File: src/rtl/sm_step_pkg.sv
// Shared state encoding, minimum period and default parameters for the step/direction generator.
// Pure declarations: no logic, no latency, no flow control.
package sm_step_pkg;

  typedef enum logic [1:0] {
    ST_IDLE,
    ST_DSETUP,
    ST_HIGH,
    ST_LOW
  } step_state_e;

  localparam int MIN_PERIOD    = 2;

  localparam int DEF_NUM_CH    = 2;
  localparam int DEF_SIZE      = 16;
  localparam int DEF_CNT_W     = 24;
  localparam int DEF_PW_W      = 8;
  localparam int DEF_DIR_SETUP = 4;

endpackage

File: src/rtl/sm_step_chan.sv
// One step/direction channel: FSM, phase counter, step counter and shadow period register.
// First step rise DIR_SETUP+1 cycles after start; no backpressure, pulses are never truncated.
module sm_step_chan
  import sm_step_pkg::*;
#(
  parameter int SIZE      = DEF_SIZE,
  parameter int CNT_W     = DEF_CNT_W,
  parameter int PW_W      = DEF_PW_W,
  parameter int DIR_SETUP = DEF_DIR_SETUP
) (
  input  logic             clk,
  input  logic             rst,
  input  logic             trig,
  input  logic             enable,
  input  logic             mode,
  input  logic             start,
  input  logic             dir_in,
  input  logic [SIZE-1:0]  period,
  input  logic [PW_W-1:0]  pulse_w,
  input  logic [CNT_W-1:0] step_count,
  output logic             drv_step,
  output logic             drv_dir,
  output logic             busy,
  output logic             done
);

  // One extra bit on the phase counter so P-1 and P-H never wrap.
  localparam int WW = SIZE + 1;

  step_state_e      state, state_n;
  logic [WW-1:0]    cnt, cnt_n;
  logic [WW-1:0]    lo_len, lo_len_n;
  logic [SIZE-1:0]  shadow, shadow_n;
  logic [SIZE-1:0]  active_per, active_n;
  logic [CNT_W-1:0] remain, remain_n;
  logic             dir_q, dir_n;
  logic             mode_q, mode_n;
  logic             done_q, done_n;
  logic             go_high;

  logic [SIZE-1:0]  p_src;
  logic [WW-1:0]    p_eff, pw_ext, h_eff, l_eff;

  // A trig coinciding with a period load takes effect immediately.
  assign p_src = trig ? period : shadow;

  always_comb begin
    p_eff  = (WW'(p_src) < WW'(MIN_PERIOD)) ? WW'(MIN_PERIOD) : WW'(p_src);
    pw_ext = WW'(pulse_w);
    if (pw_ext == '0) begin
      h_eff = WW'(1);
    end else if (pw_ext > p_eff - WW'(1)) begin
      h_eff = p_eff - WW'(1);
    end else begin
      h_eff = pw_ext;
    end
    l_eff = p_eff - h_eff;
  end

  always_comb begin
    state_n  = state;
    cnt_n    = cnt;
    lo_len_n = lo_len;
    remain_n = remain;
    active_n = active_per;
    dir_n    = dir_q;
    mode_n   = mode_q;
    done_n   = 1'b0;
    go_high  = 1'b0;
    shadow_n = trig ? period : shadow;

    unique case (state)
      ST_IDLE: begin
        if (start && enable) begin
          if (mode && (step_count == '0)) begin
            done_n = 1'b1;
          end else begin
            state_n  = ST_DSETUP;
            dir_n    = dir_in;
            mode_n   = mode;
            remain_n = step_count;
            active_n = p_src;
            cnt_n    = WW'(DIR_SETUP - 1);
          end
        end
      end
      ST_DSETUP: begin
        if (cnt == '0) go_high = 1'b1;
        else           cnt_n   = cnt - WW'(1);
      end
      ST_HIGH: begin
        if (cnt == '0) begin
          state_n = ST_LOW;
          cnt_n   = lo_len - WW'(1);
        end else begin
          cnt_n = cnt - WW'(1);
        end
      end
      ST_LOW: begin
        if (cnt == '0) begin
          if ((mode_q && (remain == '0)) || !enable) begin
            state_n = ST_IDLE;
            done_n  = 1'b1;
          end else begin
            go_high = 1'b1;
          end
        end else begin
          cnt_n = cnt - WW'(1);
        end
      end
      default: state_n = ST_IDLE;
    endcase

    // Period and width are frozen for the whole step at its rising edge.
    if (go_high) begin
      state_n  = ST_HIGH;
      active_n = p_src;
      cnt_n    = h_eff - WW'(1);
      lo_len_n = l_eff;
      if (mode_q && (remain != '0)) remain_n = remain - CNT_W'(1);
    end
  end

  always_ff @(posedge clk) begin
    if (rst) begin
      state      <= ST_IDLE;
      cnt        <= '0;
      lo_len     <= '0;
      shadow     <= '0;
      active_per <= '0;
      remain     <= '0;
      dir_q      <= 1'b0;
      mode_q     <= 1'b0;
      done_q     <= 1'b0;
    end else begin
      state      <= state_n;
      cnt        <= cnt_n;
      lo_len     <= lo_len_n;
      shadow     <= shadow_n;
      active_per <= active_n;
      remain     <= remain_n;
      dir_q      <= dir_n;
      mode_q     <= mode_n;
      done_q     <= done_n;
    end
  end

  assign drv_step = (state == ST_HIGH);
  assign busy     = (state != ST_IDLE);
  assign drv_dir  = dir_q;
  assign done     = done_q;

endmodule

File: src/rtl/sm_step_gen.sv
// Multi-channel stepper step/direction generator: NUM_CH independent channels on flat buses.
// First step rise DIR_SETUP+1 cycles after start; no backpressure, period updates wait for step boundaries.
module sm_step_gen
  import sm_step_pkg::*;
#(
  parameter int NUM_CH    = DEF_NUM_CH,
  parameter int SIZE      = DEF_SIZE,
  parameter int CNT_W     = DEF_CNT_W,
  parameter int PW_W      = DEF_PW_W,
  parameter int DIR_SETUP = DEF_DIR_SETUP
) (
  input  logic                    clk,
  input  logic                    rst,
  input  logic                    data_valid_trig,
  input  logic [NUM_CH-1:0]       enable,
  input  logic [NUM_CH-1:0]       mode,
  input  logic [NUM_CH-1:0]       start,
  input  logic [NUM_CH-1:0]       dir_in,
  input  logic [NUM_CH*SIZE-1:0]  period,
  input  logic [NUM_CH*PW_W-1:0]  pulse_w,
  input  logic [NUM_CH*CNT_W-1:0] step_count,
  output logic [NUM_CH-1:0]       drv_step,
  output logic [NUM_CH-1:0]       drv_dir,
  output logic [NUM_CH-1:0]       busy,
  output logic [NUM_CH-1:0]       done
);

  for (genvar i = 0; i < NUM_CH; i++) begin : g_ch
    sm_step_chan #(
      .SIZE      (SIZE),
      .CNT_W     (CNT_W),
      .PW_W      (PW_W),
      .DIR_SETUP (DIR_SETUP)
    ) u_chan (
      .clk        (clk),
      .rst        (rst),
      .trig       (data_valid_trig),
      .enable     (enable[i]),
      .mode       (mode[i]),
      .start      (start[i]),
      .dir_in     (dir_in[i]),
      .period     (period[i*SIZE +: SIZE]),
      .pulse_w    (pulse_w[i*PW_W +: PW_W]),
      .step_count (step_count[i*CNT_W +: CNT_W]),
      .drv_step   (drv_step[i]),
      .drv_dir    (drv_dir[i]),
      .busy       (busy[i]),
      .done       (done[i])
    );
  end

endmodule

File: config.mk
export PLATFORM = sky130hd
export DESIGN_NAME = sm_step_gen
export DESIGN_NICKNAME = d
export VERILOG_FILES = /design/src/rtl/sm_step_pkg.sv /design/src/rtl/sm_step_chan.sv /design/src/rtl/sm_step_gen.sv
export SDC_FILE = /design/constraint.sdc
export NUM_CORES = 1
export LEC_CHECK = 0
export ABC_AREA = 1
export ABC_CLOCK_PERIOD_IN_PS = 13200
export BUFFER_PORTS_ARGS = -buffer_cell sky130_fd_sc_hd__buf_2
export CORE_MARGIN = 5
export CORE_UTILIZATION = 55
export CTS_BUF_LIST = sky130_fd_sc_hd__clkbuf_16
export CTS_CLUSTER_DIAMETER = 40
export CTS_CLUSTER_SIZE = 12
export DETAILED_ROUTE_END_ITERATION = 8
export GPL_TIMING_DRIVEN = 0
export PLACE_DENSITY = 0.75
export SLEW_MARGIN = 20
export SYNTH_ARGS = -nofsm -noshare
export SYNTH_HDL_FRONTEND = slang
export SYNTH_SLANG_ARGS = --single-unit
File: constraint.sdc
create_clock -name clk -period 13.2 [get_ports clk]
set_clock_uncertainty 0.2 [all_clocks]
set_input_delay 1.32 -clock clk [delete_from_list [all_inputs] [get_ports clk]]
set_output_delay 1.32 -clock clk [all_outputs]
set_load 0.02 [all_outputs]
# Yosys cells after proc, flatten, opt, wreduce, memory -nomap -nowiden
# Cells that the tools add are included.
[word_totals]
elab_cells = 168
input_bits = 107
out_inout_bits = 8
regBits = 158
[op_classes]
n_addsub = 12
n_reduce_logical = 42
mux = 62
bitwise_logic = 2
n_eq_ne = 28
n_lt_le_gt_ge = 4
[ops]
columns = ["cell", "count"]
rows = [
  ["2-to-1 mux 24 bit", 10],
  ["2-to-1 mux 17 bit", 14],
  ["subtractor 17 x 1 -> 17 bit (second input constant)", 8],
  ["case mux 17 bit (3 select lines)", 2],
  ["zero test 24 bit", 4],
  ["2-to-1 mux 16 bit", 4],
  ["nonzero test 24 bit", 2],
  ["subtractor 24 x 1 -> 24 bit (second input constant)", 2],
  ["> comparator 8 x 17 -> 1 bit", 2],
  ["zero test 17 bit", 2],
  ["subtractor 17 bit", 2],
  ["< comparator 16 x 2 -> 1 bit (second input constant)", 2],
  ["2-to-1 mux 2 bit", 12],
  ["AND reduction 6 bit", 4],
  ["!= test 3 x 1 -> 1 bit (second input constant)", 6],
  ["zero test 8 bit", 2],
  ["2-to-1 mux 1 bit", 14],
  ["!= test 2 x 1 -> 1 bit (second input constant)", 6],
  ["!= test 3 x 2 -> 1 bit (second input constant)", 4],
  ["case mux 2 bit (3 select lines)", 2],
  ["AND reduction 3 bit", 4],
  ["equality test 2 bit (second input constant)", 4],
  ["logical AND 1 bit", 8],
  ["!= test 2 bit (second input constant)", 4],
  ["other kinds (11)", 26],
]

# Longest topological paths before layout
[logic_depth]
word_depth = 9
depth_mapped = 45
depth_no_buf = 43

# Cells and area by module
# From an unflattened synthesis, not the netlist that was laid out.
[unflattened]
hier_cells = 2022
hier_area_um2 = 13110.1
[modules_own_cells]
columns = ["module", "n_inst", "seq_area_each_um2", "cells_per_inst", "area_each_um2"]
rows = [
  ["sm_step_chan at g_ch[0].u_chan", 1, 1581.5, 1018, 6612.6],
  ["sm_step_chan at g_ch[1].u_chan", 1, 1581.5, 1004, 6497.5],
]

# Worst setup path before layout
# OpenSTA, ideal clock, no wires.
[synth_timing]
kind = "input -> register"
start = "in data_valid_trig"
end = "reg g_ch[0].u_chan.lo_len[14]"
t_arrival_ps = 6064
n_path_buf = 2
required_ps = 12883
setup_ps = 117
setup_slack_ps = 6819
path_stages = 41
cell_sequence = "buf_6 > buf_4 > nand2_1 > nand2_4 > nor2_4 > nand2_1 > nor2_2 > nand2_4 > nand2_1 > inv_1 > ha_1 > nand3_2 > nor2_1 > xor2_1 > ha_1 > nand2_1 > inv_1 > o21ai_0 > (+5 left out) > nand3_4 > nand2_2 > nand3_4 > ha_1 > fa_1 > o21ai_0 > nand3_1 > nand2_1 > nand3_1 > nand2_1 > nand3_1 > nand2_1 > nand3_1 > nand2_1 > nand3_1 > a21oi_1 > nor2_1 > a32o_1"
[synth_via]
elab_chain_len = 8
[synth_rtl]
columns = ["item", "line_no", "text"]
rows = [
  ["start: declaration", "sm_step_gen.sv:14", "input logic data_valid_trig,"],
  ["2-to-1 mux 16 bit (*)", "--", ""],
  ["< comparator 16 x 2 -> 1 bit", "sm_step_chan.sv:48", "p_eff = (WW'(p_src) < WW'(MIN_PERIOD)) ? WW'(MIN_PERIOD) : WW'(p_src);"],
  ["2-to-1 mux 16 bit (*)", "sm_step_chan.sv:48", ""],
  ["subtractor 17 x 1 -> 17 bit", "sm_step_chan.sv:52, sm_step_chan.sv:53", ""],
  ["> comparator 8 x 17 -> 1 bit", "sm_step_chan.sv:52", "end else if (pw_ext > p_eff - WW'(1)) begin"],
  ["2-to-1 mux 17 bit", "sm_step_chan.sv:52", ""],
  ["2-to-1 mux 17 bit", "sm_step_chan.sv:50", "if (pw_ext == '0) begin"],
  ["subtractor 17 bit (*)", "sm_step_chan.sv:57", "l_eff = p_eff - h_eff;"],
  ["end signal: assignment", "sm_step_chan.sv:138", "lo_len <= lo_len_n;"],
  ["end: declaration", "sm_step_chan.sv:32", "logic [WW-1:0] lo_len, lo_len_n;"],
]
# Mark *: on every way between the ends. The rest lies on a longest branch, timed or not.
# A chain may end at the register's enable or synchronous reset.

# Worst setup path after layout
[layout_timing]
start = "in data_valid_trig"
end = "reg g_ch[0].u_chan.lo_len[15]"
# The elaborated chain is that of the path after synthesis.

==> results.py <==
metrics = {
    "worst_setup_path": {
        "r2r_cells": 42,
        "cp.arrival_ps": 7040,
        "worstPathMaxFanout": 10,
        "cpMostUsedCell": "nand2_1",
        "endpoint": "g_ch[0].u_chan.lo_len[15]$_SDFFE_PP0P_",
        "rrSetupSlack_ps": 7160,
        "path_depth": 45,
        "crit_path_max_incr_delay_ps": 400,
        "r2r_start": "g_ch[0].u_chan.shadow[14]$_SDFF_PP0_",
        "cp-startpoint": "data_valid_trig",
        "critPathCaptureType": "flip-flop",
        "path_class": "primary input to flip-flop",
        "critPathTopFamily": "simple AND/OR/NAND/NOR gates",
        "reg2reg_to": "g_ch[0].u_chan.lo_len[15]$_SDFFE_PP0P_",
        "crit_path_start_kind": "primary input",
        "cpMaxStageDelayCell": "ha_1",
        "path_buf_inv": 5,
        "required_ps": 13300,
    },
    "sta": {
        "finalSetupViolCount": 0,
        "worstMarginPinSlew_ps": 926,
        "rsz0062_at_grt": "false",
        "slew_violations": 0,
        "max-slew-margin-rel": 0.383,
        "final_hold_viol_count": 0,
        "tns_ps": 0,
        "fin_crit_sh": 0.525,
        "fmax_ghz": 0.144,
        "hold_slack_ps": 231,
        "min_period_ps": 6940,
    },
    "power": {
        "finalPower_mw": 2.31,
        "power.density_nw_per_um2": 168,
        "ir_worst_vdd_mv": 0.0798,
        "p_leak_nw": 6.49,
    },
    "synth": {
        "synth_enable_flop_cells": 0,
        "ys_seq_area_frac": 0.258,
        "synth_warnings": 0,
        "syn_area_sq_um": 12300,
        "synth-main-ff-cell": "dfxtp_1",
        "synth.avg_cell_area_sq_um": 6.76,
        "yosys.area.top_type_share": 0.258,
        "ys_ff_latch": 158,
        "synth_top_area_cell": "dfxtp_1",
        "ys_types": 64,
        "synthArstFlopShare": 0,
        "syn_inst": 1815,
        "yosys-top-cells-area": "dfxtp_1 26%, nand2_1 9.6%, ha_1 7.0%",
    },
    "grt": {
        "grt_max_degree": 17,
        "grt_pass1_vias": 11746,
        "grtUsageTotal": 0.256,
        "overflow": 0,
        "grt_pass1_wl_microns": 55700,
        "antenna_found_initial": 0,
    },
    "clock_tree": {
        "insertion_delay_ps": 440,
        "cts.sinks": 158,
        "numCtsBuffers": 17,
        "cts_resized": 0,
        "cts.clk_slew.worst_paths_ps": 60,
        "cts_buffer_depth": 2,
        "ctsHoldBuffers": 0,
        "cts_max_level": 4,
        "cts_tree": "done",
        "cts-root-buf": "clkbuf_16",
        "post_cts_buffers": 0,
    },
    "place": {
        "port-buffer-count": 112,
        "hpwl_microns": 26000,
        "place_congestion": 0.964,
    },
    "job": {
        "maxCapViolCount": 0,
    },
    "floorplan": {
        "die_w_microns": 159,
        "die_area_sq_um": 25400,
        "core_sq_um": 21900,
        "std_cell_rows": 54,
        "initial_utilization": 0.561,
        "pin_count": 115,
        "dieHeight_microns": 159,
    },
    "cells_and_area": {
        "nets": 2139,
        "area_delta_synth_final_pct": 12.2,
        "layout_commonest_cell": "nand2_1",
        "num_antenna_cells": 0,
        "drive_above_1_share": 0.126,
        "nFillCells": 2092,
        "layout_common_cells": "315 x nand2_1, 213 x nor2_1, 196 x inv_1",
    },
    "drt": {
        "drtIter0Drc": 938,
        "vias": 12494,
        "route.detailed.drc": 0,
        "wl_per_cell_microns": 14.9,
        "drtPass1Iterations": 5,
        "drtAntennaViolNets": 0,
        "via_per_inst": 5.55,
        "routed_wl_microns": 33700,
    },
    "worst_hold_path": {
        "hp-class": "flip-flop to flip-flop",
    },
    "outcome": {
        "status": "complete, no violations",
    },
}
[state kept, by name (all words and copies together) (netlist names)]
register,count
g_ch.u_chan.cnt,34
g_ch.u_chan.done,2
g_ch.u_chan.drv_dir,2
g_ch.u_chan.lo_len,34
g_ch.u_chan.mode_q,2
g_ch.u_chan.remain,48
g_ch.u_chan.shadow,32
g_ch.u_chan.state,4
[per-stage QoR]
stage / cell area (sq um) / utilization / instances / worst slack [ps]
4_1_cts: 13800 / 0.629 / 2253 / 6390
6_report: 13800 / 0.629 / 2253 / 6260
3_5_place_dp: 13200 / 0.605 / 2222 / 5960
3_3_place_gp: 13200 / 0.605 / 2222 / 6140
2_1_floorplan: 12300 / - / 1830 / 6820
5_1_grt: 13800 / 0.629 / 2253 / 5750
[cells in the mapped netlist, drive strengths merged, types with 11 or more instances]
library cell	instances
a211oi	24
a21oi	158
a311oi	11
buf	23
clkbuf	41
dfxtp	158
ha	69
inv	203
nand2	346
nand3	102
nand4	28
nor2	231
nor3	35
nor4	22
o21ai	150
o22ai	33
xnor2	37
xor2	86
[per-layer routing]
metal | track usage | part of all wire | routed length [microns]
met1 | 0.342 | 0.46 | 15600
met2 | 0.423 | 0.46 | 15500
met3 | 0.0546 | 0.062 | 2080
met4 | 0.0636 | 0.013 | 439
met5 | 0 | 0 | 0
[area by class of cell]
cell class              count  area [sq um]  area share
plain buffers              64           332      0.0241
clock buffers              17           425      0.0309
clock inverters            14           104     0.00754
inverters                 203           769      0.0559
multi-input cells        1405          8070       0.586
flip-flops and latches    158          3160       0.230
well taps                 280           350      0.0254
repair buffers            112           561      0.0407
[power breakdown]
group / leakage [nW] / switching [mW] / internal (mW) / total, mW
sequential: 1.29 / 0.0993 / 0.571 / 0.670
combinational: 4.95 / 0.741 / 0.440 / 1.18
clock: 0.254 / 0.204 / 0.254 / 0.458
total: 6.49 / 1.04 / 1.26 / 2.31
[kinds of logic after synthesis]
group           synth area share
flops                      0.258
xor+xnor                  0.0878
other cells             0.000305
fa+ha+maj                 0.0736
mux                      0.00245
buf+inv                   0.0897
simple gates               0.299
compound gates             0.189
[how the worst min path moves through the flow]
stage,depth (start not counted),to,start
after detailed placement,1,g_ch[0].u_chan.remain[0]$_SDFF_PP0_,g_ch[0].u_chan.remain[0]$_SDFF_PP0_
after floorplan,1,g_ch[0].u_chan.remain[0]$_SDFF_PP0_,g_ch[0].u_chan.remain[0]$_SDFF_PP0_
after global routing,1,g_ch[0].u_chan.remain[0]$_SDFF_PP0_,g_ch[0].u_chan.remain[0]$_SDFF_PP0_
after global placement,1,g_ch[0].u_chan.remain[0]$_SDFF_PP0_,g_ch[0].u_chan.remain[0]$_SDFF_PP0_
after CTS,1,g_ch[0].u_chan.remain[0]$_SDFF_PP0_,g_ch[0].u_chan.remain[0]$_SDFF_PP0_
final,1,g_ch[0].u_chan.remain[0]$_SDFF_PP0_,g_ch[0].u_chan.remain[0]$_SDFF_PP0_
Note: power is estimated with default switching activity, not from simulation.
